File: config.mk
export PLATFORM = sky130hd
export DESIGN_NAME = ram_scanner
export DESIGN_NICKNAME = d
export VERILOG_FILES = /design/src/rtl/ram_scan_pkg.sv /design/src/rtl/scan_addr_seq.sv /design/src/rtl/ram_scanner.sv
export SDC_FILE = /design/constraint.sdc
export NUM_CORES = 1
export LEC_CHECK = 0
export ABC_CLOCK_PERIOD_IN_PS = 2550
export BUFFER_PORTS_ARGS = -buffer_cell sky130_fd_sc_hd__buf_4
export CAP_MARGIN = 40
export CELL_PAD_IN_SITES_DETAIL_PLACEMENT = 2
export CELL_PAD_IN_SITES_GLOBAL_PLACEMENT = 2
export CORE_MARGIN = 1
export CORE_UTILIZATION = 35
export CTS_BUF_LIST = sky130_fd_sc_hd__clkbuf_4 sky130_fd_sc_hd__clkbuf_8 sky130_fd_sc_hd__clkbuf_16
export CTS_CLUSTER_DIAMETER = 100
export DETAILED_ROUTE_END_ITERATION = 12
export PLACE_DENSITY = 0.73
export RECOVER_POWER = 100
export SETUP_SLACK_MARGIN = 0.15
export SYNTH_ARGS = -nofsm -noshare
export SYNTH_HDL_FRONTEND = slang
export SYNTH_HIERARCHICAL = 1
export SYNTH_SLANG_ARGS = --single-unit
File: constraint.sdc
create_clock -name addr_clk -period 2.55 [get_ports addr_clk]
set_input_delay 0.1275 -clock addr_clk [delete_from_list [all_inputs] [get_ports addr_clk]]
set_output_delay 0.1275 -clock addr_clk [all_outputs]
set_load 0.02 [all_outputs]
File: src/rtl/ram_scan_pkg.sv
// Shared types for the RAM scanner: scan-mode encoding used by the sequencer and the top.
package ram_scan_pkg;

    typedef enum logic [1:0] {
        MODE_HOLD = 2'b00,
        MODE_UP   = 2'b01,
        MODE_DOWN = 2'b10,
        MODE_STEP = 2'b11
    } mode_e;

endpackage

File: src/rtl/scan_addr_seq.sv
// Read-address sequencer: holds rd_addr, the step edge detector and the wrap pulse.
// Wrap points are compared against DEPTH-1 so non-power-of-two depths scan correctly.
module scan_addr_seq
    import ram_scan_pkg::*;
#(
    parameter int DEPTH  = 32,
    parameter int ADDR_W = $clog2(DEPTH)
) (
    input  logic              addr_clk,
    input  logic              reset,
    input  mode_e             mode,
    input  logic              step,
    output logic [ADDR_W-1:0] rd_addr,
    output logic              wrap
);

    localparam logic [ADDR_W-1:0] LAST_ADDR = ADDR_W'(DEPTH - 1);

    logic              step_q;
    logic              go_up;
    logic              go_down;
    logic [ADDR_W-1:0] addr_next;
    logic              wrap_next;

    // STEP only advances on a rising step edge, so a step already high on entry is ignored.
    assign go_up   = (mode == MODE_UP) || ((mode == MODE_STEP) && step && !step_q);
    assign go_down = (mode == MODE_DOWN);

    always_comb begin
        addr_next = rd_addr;
        wrap_next = 1'b0;
        if (go_up) begin
            if (rd_addr == LAST_ADDR) begin
                addr_next = '0;
                wrap_next = 1'b1;
            end else begin
                addr_next = rd_addr + ADDR_W'(1);
            end
        end else if (go_down) begin
            if (rd_addr == '0) begin
                addr_next = LAST_ADDR;
                wrap_next = 1'b1;
            end else begin
                addr_next = rd_addr - ADDR_W'(1);
            end
        end
    end

    always_ff @(posedge addr_clk) begin
        if (reset) begin
            rd_addr <= '0;
            wrap    <= 1'b0;
            step_q  <= 1'b0;
        end else begin
            rd_addr <= addr_next;
            wrap    <= wrap_next;
            step_q  <= step;
        end
    end

endmodule

File: src/rtl/ram_scanner.sv
// Dual-port RAM with an autonomous scanning read port; one-cycle registered read.
// Define RAM_SCANNER_BYPASS_EN for write-first collisions; otherwise collisions read-first.
module ram_scanner
    import ram_scan_pkg::*;
#(
    parameter  int DATA_W = 3,
    parameter  int DEPTH  = 32,
    localparam int ADDR_W = $clog2(DEPTH)
) (
    input  logic              addr_clk,
    input  logic              reset,
    input  logic              wr_en,
    input  logic [ADDR_W-1:0] wr_addr,
    input  logic [DATA_W-1:0] wr_data,
    input  mode_e             mode,
    input  logic              step,
    output logic [ADDR_W-1:0] rd_addr,
    output logic [DATA_W-1:0] rd_data,
    output logic              rd_valid,
    output logic              wrap
);

    logic [DATA_W-1:0] mem [DEPTH];
    logic              wr_ok;

    // Addresses beyond DEPTH-1 are reachable when DEPTH is not a power of two; drop them.
    assign wr_ok = wr_en && !reset && (int'(wr_addr) < DEPTH);

    scan_addr_seq #(
        .DEPTH  (DEPTH),
        .ADDR_W (ADDR_W)
    ) u_seq (
        .addr_clk (addr_clk),
        .reset    (reset),
        .mode     (mode),
        .step     (step),
        .rd_addr  (rd_addr),
        .wrap     (wrap)
    );

    always_ff @(posedge addr_clk) begin
        if (wr_ok) begin
            mem[wr_addr] <= wr_data;
        end
    end

    always_ff @(posedge addr_clk) begin
        if (reset) begin
            rd_data  <= '0;
            rd_valid <= 1'b0;
        end else begin
            rd_valid <= 1'b1;
`ifdef RAM_SCANNER_BYPASS_EN
            if (wr_en && (wr_addr == rd_addr)) begin
                rd_data <= wr_data;
            end else begin
                rd_data <= mem[rd_addr];
            end
`else
            rd_data  <= mem[rd_addr];
`endif
        end
    end

endmodule

==> flow_summary.ini <==
[route]
drtAntennaViolNets = 0
detail_route.vias_per_cell = 5.21
drtIter0Drc = 161
via_count = 2437
first_pass_iters = 4
routed_wirelength_um = 11100
drc = 0
routedWlPerCell_um = 23.7

[setup_path]
cp_max_fo = 16
critical_path.max_stage_delay_ns = 0.88
slowest_stage = dfxtp_1
crit_path_end_kind = flop
worst-setup-path-type = flop to flop
start_kind = flop
crit_arrival_ns = 2.44
path_cells = mux4_2 -> nor2b_1 -> a2111oi_0 -> nor4_1
critPathRequiredTime_ns = 2.76

[logic_synthesis]
synth-seq-cells = 107
synth_edf_count = 96
syn_inst = 263
ys_top_cells_by_area = edfxtp_1 (63%), mux4_1 (9.8%), dfxtp_1 (4.8%), mux4_2 (4.0%), nor2_1 (3.3%)
synthArstFlopShare_pct = 0
synth_top_area_share_pct = 63.4
synthFlopType = edfxtp_1
syn_avg_cell_area_um2 = 17.3
syn-cell-area_um2 = 4550
yosysUniqueCellTypes = 45
synth_most_common_cell = edfxtp_1
seq_area_frac_synth_pct = 68.2
post-synth-top-area-cell = edfxtp_1
syn-num-nets = 281
yosys_warnings = 6
synth_common_cells = edfxtp_1 (96), nor2_1 (40), mux4_1 (17), dfxtp_1 (11)

[placed_design]
dp_hpwl_um = 7320
placed_cell_area_um2 = 4890
port_buffers = 23
globalplace.congestion = 0.752

[global_routing]
grt_pass1_vias = 2699
antenna_found_initial = 0
grt_overflow = 0
grt_pass1_wl_um = 16800
grtUsageTotal_pct = 18.0
grt_max_degree = 33

[sta]
max_freq_ghz = 0.448
fin_skew_ns = 0.00771
fin_hold_ws_ns = 0.172
hold_viol = 0
setup_violations = 0
fin_tns_setup_ns = 0
finalCriticalPeriod_ns = 2.23
fin_crit_sh_pct = 87.5
rsz0062_at_grt = false
tightest_slew_ns = 1.51
relSlewSlack_pct = -0.991
slew_viol_final = 65

[floorplan]
die_width_um = 116
dieArea_um2 = 13500
rows = 41
io_pins = 24
start_util_pct = 35.9
die_height_um = 116
core_um2 = 12700

[final_layout]
drive_gt1_share_pct = 17.2
final_cell_area_um2 = 5190
n_antenna_cell = 0
fin_nets = 309
synthToLayoutAreaGrowth_pct = 14.0
post-route-util_pct = 40.9
n_fill_cell = 1257

[clocking]
tritoncts = built
cts.clk_slew.worst_paths_ns = 0.08
post_cts_buffers = 0
htree_levels = 3
clk_latency_ns = 0.35
clockBufferDepth = 2
post_cts_resized = 0
root_buffer = clkbuf_16
cts_buffers = 9
cts.sinks = 107

[min_path]
hold_class = primary input to flop

[power_and_ir_drop]
leakagePower_uw = 0.00166
peakVddDrop_mv = 0.505
power_density_nw_per_um2 = 766

[run]
maxCapViolCount = 2

[status]
outcome = finished with violations
violations = capacitance limit, slew limit
==> critical path, delay by kind of cell, from the launching register on <==
| kind | cells | cell delay, ns |
|---|---|---|
| compound gates | 1 | 0.54 |
| flops | 1 | 0.88 |
| mux | 1 | 0.41 |
| simple gates | 2 | 0.25 |
==> layout make-up <==
type                            instances  area (µm²)  area share, %
Tap cell                              172         215           4.15
Timing Repair Buffer                   28         184           3.55
Multi-Input combinational cell        140        1320           25.4
Inverter                                5        18.8          0.362
Clock inverter                          7         121           2.34
Clock buffer                            9         225           4.34
Sequential cell                       107        3100           59.8
==> worst paths after layout <==
check / start / to / slack [ns] / cells after the start
min reg2reg: u_seq/rd_addr[0]$_SDFFE_PP0P_ / u_seq/rd_addr[0]$_SDFFE_PP0P_ / 0.80 / 3
max: u_seq/rd_addr[2]$_SDFFE_PP0P_ / rd_data[2]$_SDFF_PP0_ / 0.32 / 4
min: mode[0] / u_seq/rd_addr[4]$_SDFFE_PP0P_ / 0.17 / 3
max reg2reg: u_seq/rd_addr[2]$_SDFFE_PP0P_ / rd_data[2]$_SDFF_PP0_ / 0.32 / 4
==> state kept, by name, indices dropped and copies added (netlist names) <==
register	flops
mem	96
u_seq/rd_addr	5
rd_data	3
rd_valid	1
u_seq/step_q	1
u_seq/wrap	1
==> placed cells by master (no fill, tap or decap), drive strengths merged, types with 2 or more instances in the layout <==
| master | Yosys | layout |
|---|---|---|
| a2111oi | 2 | 2 |
| a211oi | 2 | 2 |
| a21oi | 5 | 5 |
| buf | 6 | 15 |
| bufinv | 0 | 3 |
| clkbuf | 5 | 21 |
| clkinv | 0 | 2 |
| dfxtp | 11 | 11 |
| edfxtp | 96 | 96 |
| ha | 4 | 4 |
| inv | 5 | 7 |
| mux2 | 3 | 3 |
| mux2i | 4 | 4 |
| mux4 | 25 | 25 |
| nand2 | 8 | 8 |
| nand2b | 2 | 2 |
| nand3 | 4 | 4 |
| nand3b | 3 | 3 |
| nor2 | 40 | 40 |
| nor2b | 5 | 5 |
| nor3 | 2 | 2 |
| nor4 | 3 | 3 |
| o21ai | 5 | 5 |
| o221a | 2 | 2 |
| or3 | 3 | 3 |
| or3b | 3 | 3 |
| xor2 | 2 | 2 |
==> power breakdown <==
part,total [µW],internal (µW),switching (µW)
sequential,1980,1940,40.0
clock,1610,967,642
combinational,384,167,217
total,3970,3070,899
==> layer usage <==
metal / track usage [%] / up-vias / wire [µm]
met2: 30.3 / 50 / 5470
met5: 0 / - / 0
met4: 5.81 / 0 / 172
met1: 23.2 / 1270 / 5070
met3: 4.03 / 13 / 393
li1: - / 1104 / -
==> repair_timing <==
action	CTS	global route
hold endpoints to repair	1	0
setup endpoints to repair	0	0
hold buffers	1	0
==> metrics by stage <==
| stage | worst slack (ns) | instances | power (µW) |
|---|---|---|---|
| after floorplan | 0.518 | 263 | 2270 |
| after global placement | 0.560 | 451 | 2410 |
| after detailed placement | 0.461 | 451 | 2430 |
| after CTS | 0.429 | 468 | 4030 |
| after global routing | 0.152 | 468 | 4090 |
| final | 0.319 | 468 | 3970 |
==> kinds of logic after synthesis <==
kind of cell / count (synthesis) / synth area share, %
fa+ha+maj: 4 / 1.10
xor+xnor: 2 / 0.385
simple gates: 81 / 9.02
mux: 32 / 15.4
buf+inv: 16 / 2.37
flops: 107 / 68.2
compound gates: 21 / 3.52
Note: power is estimated with default switching activity, not from simulation.
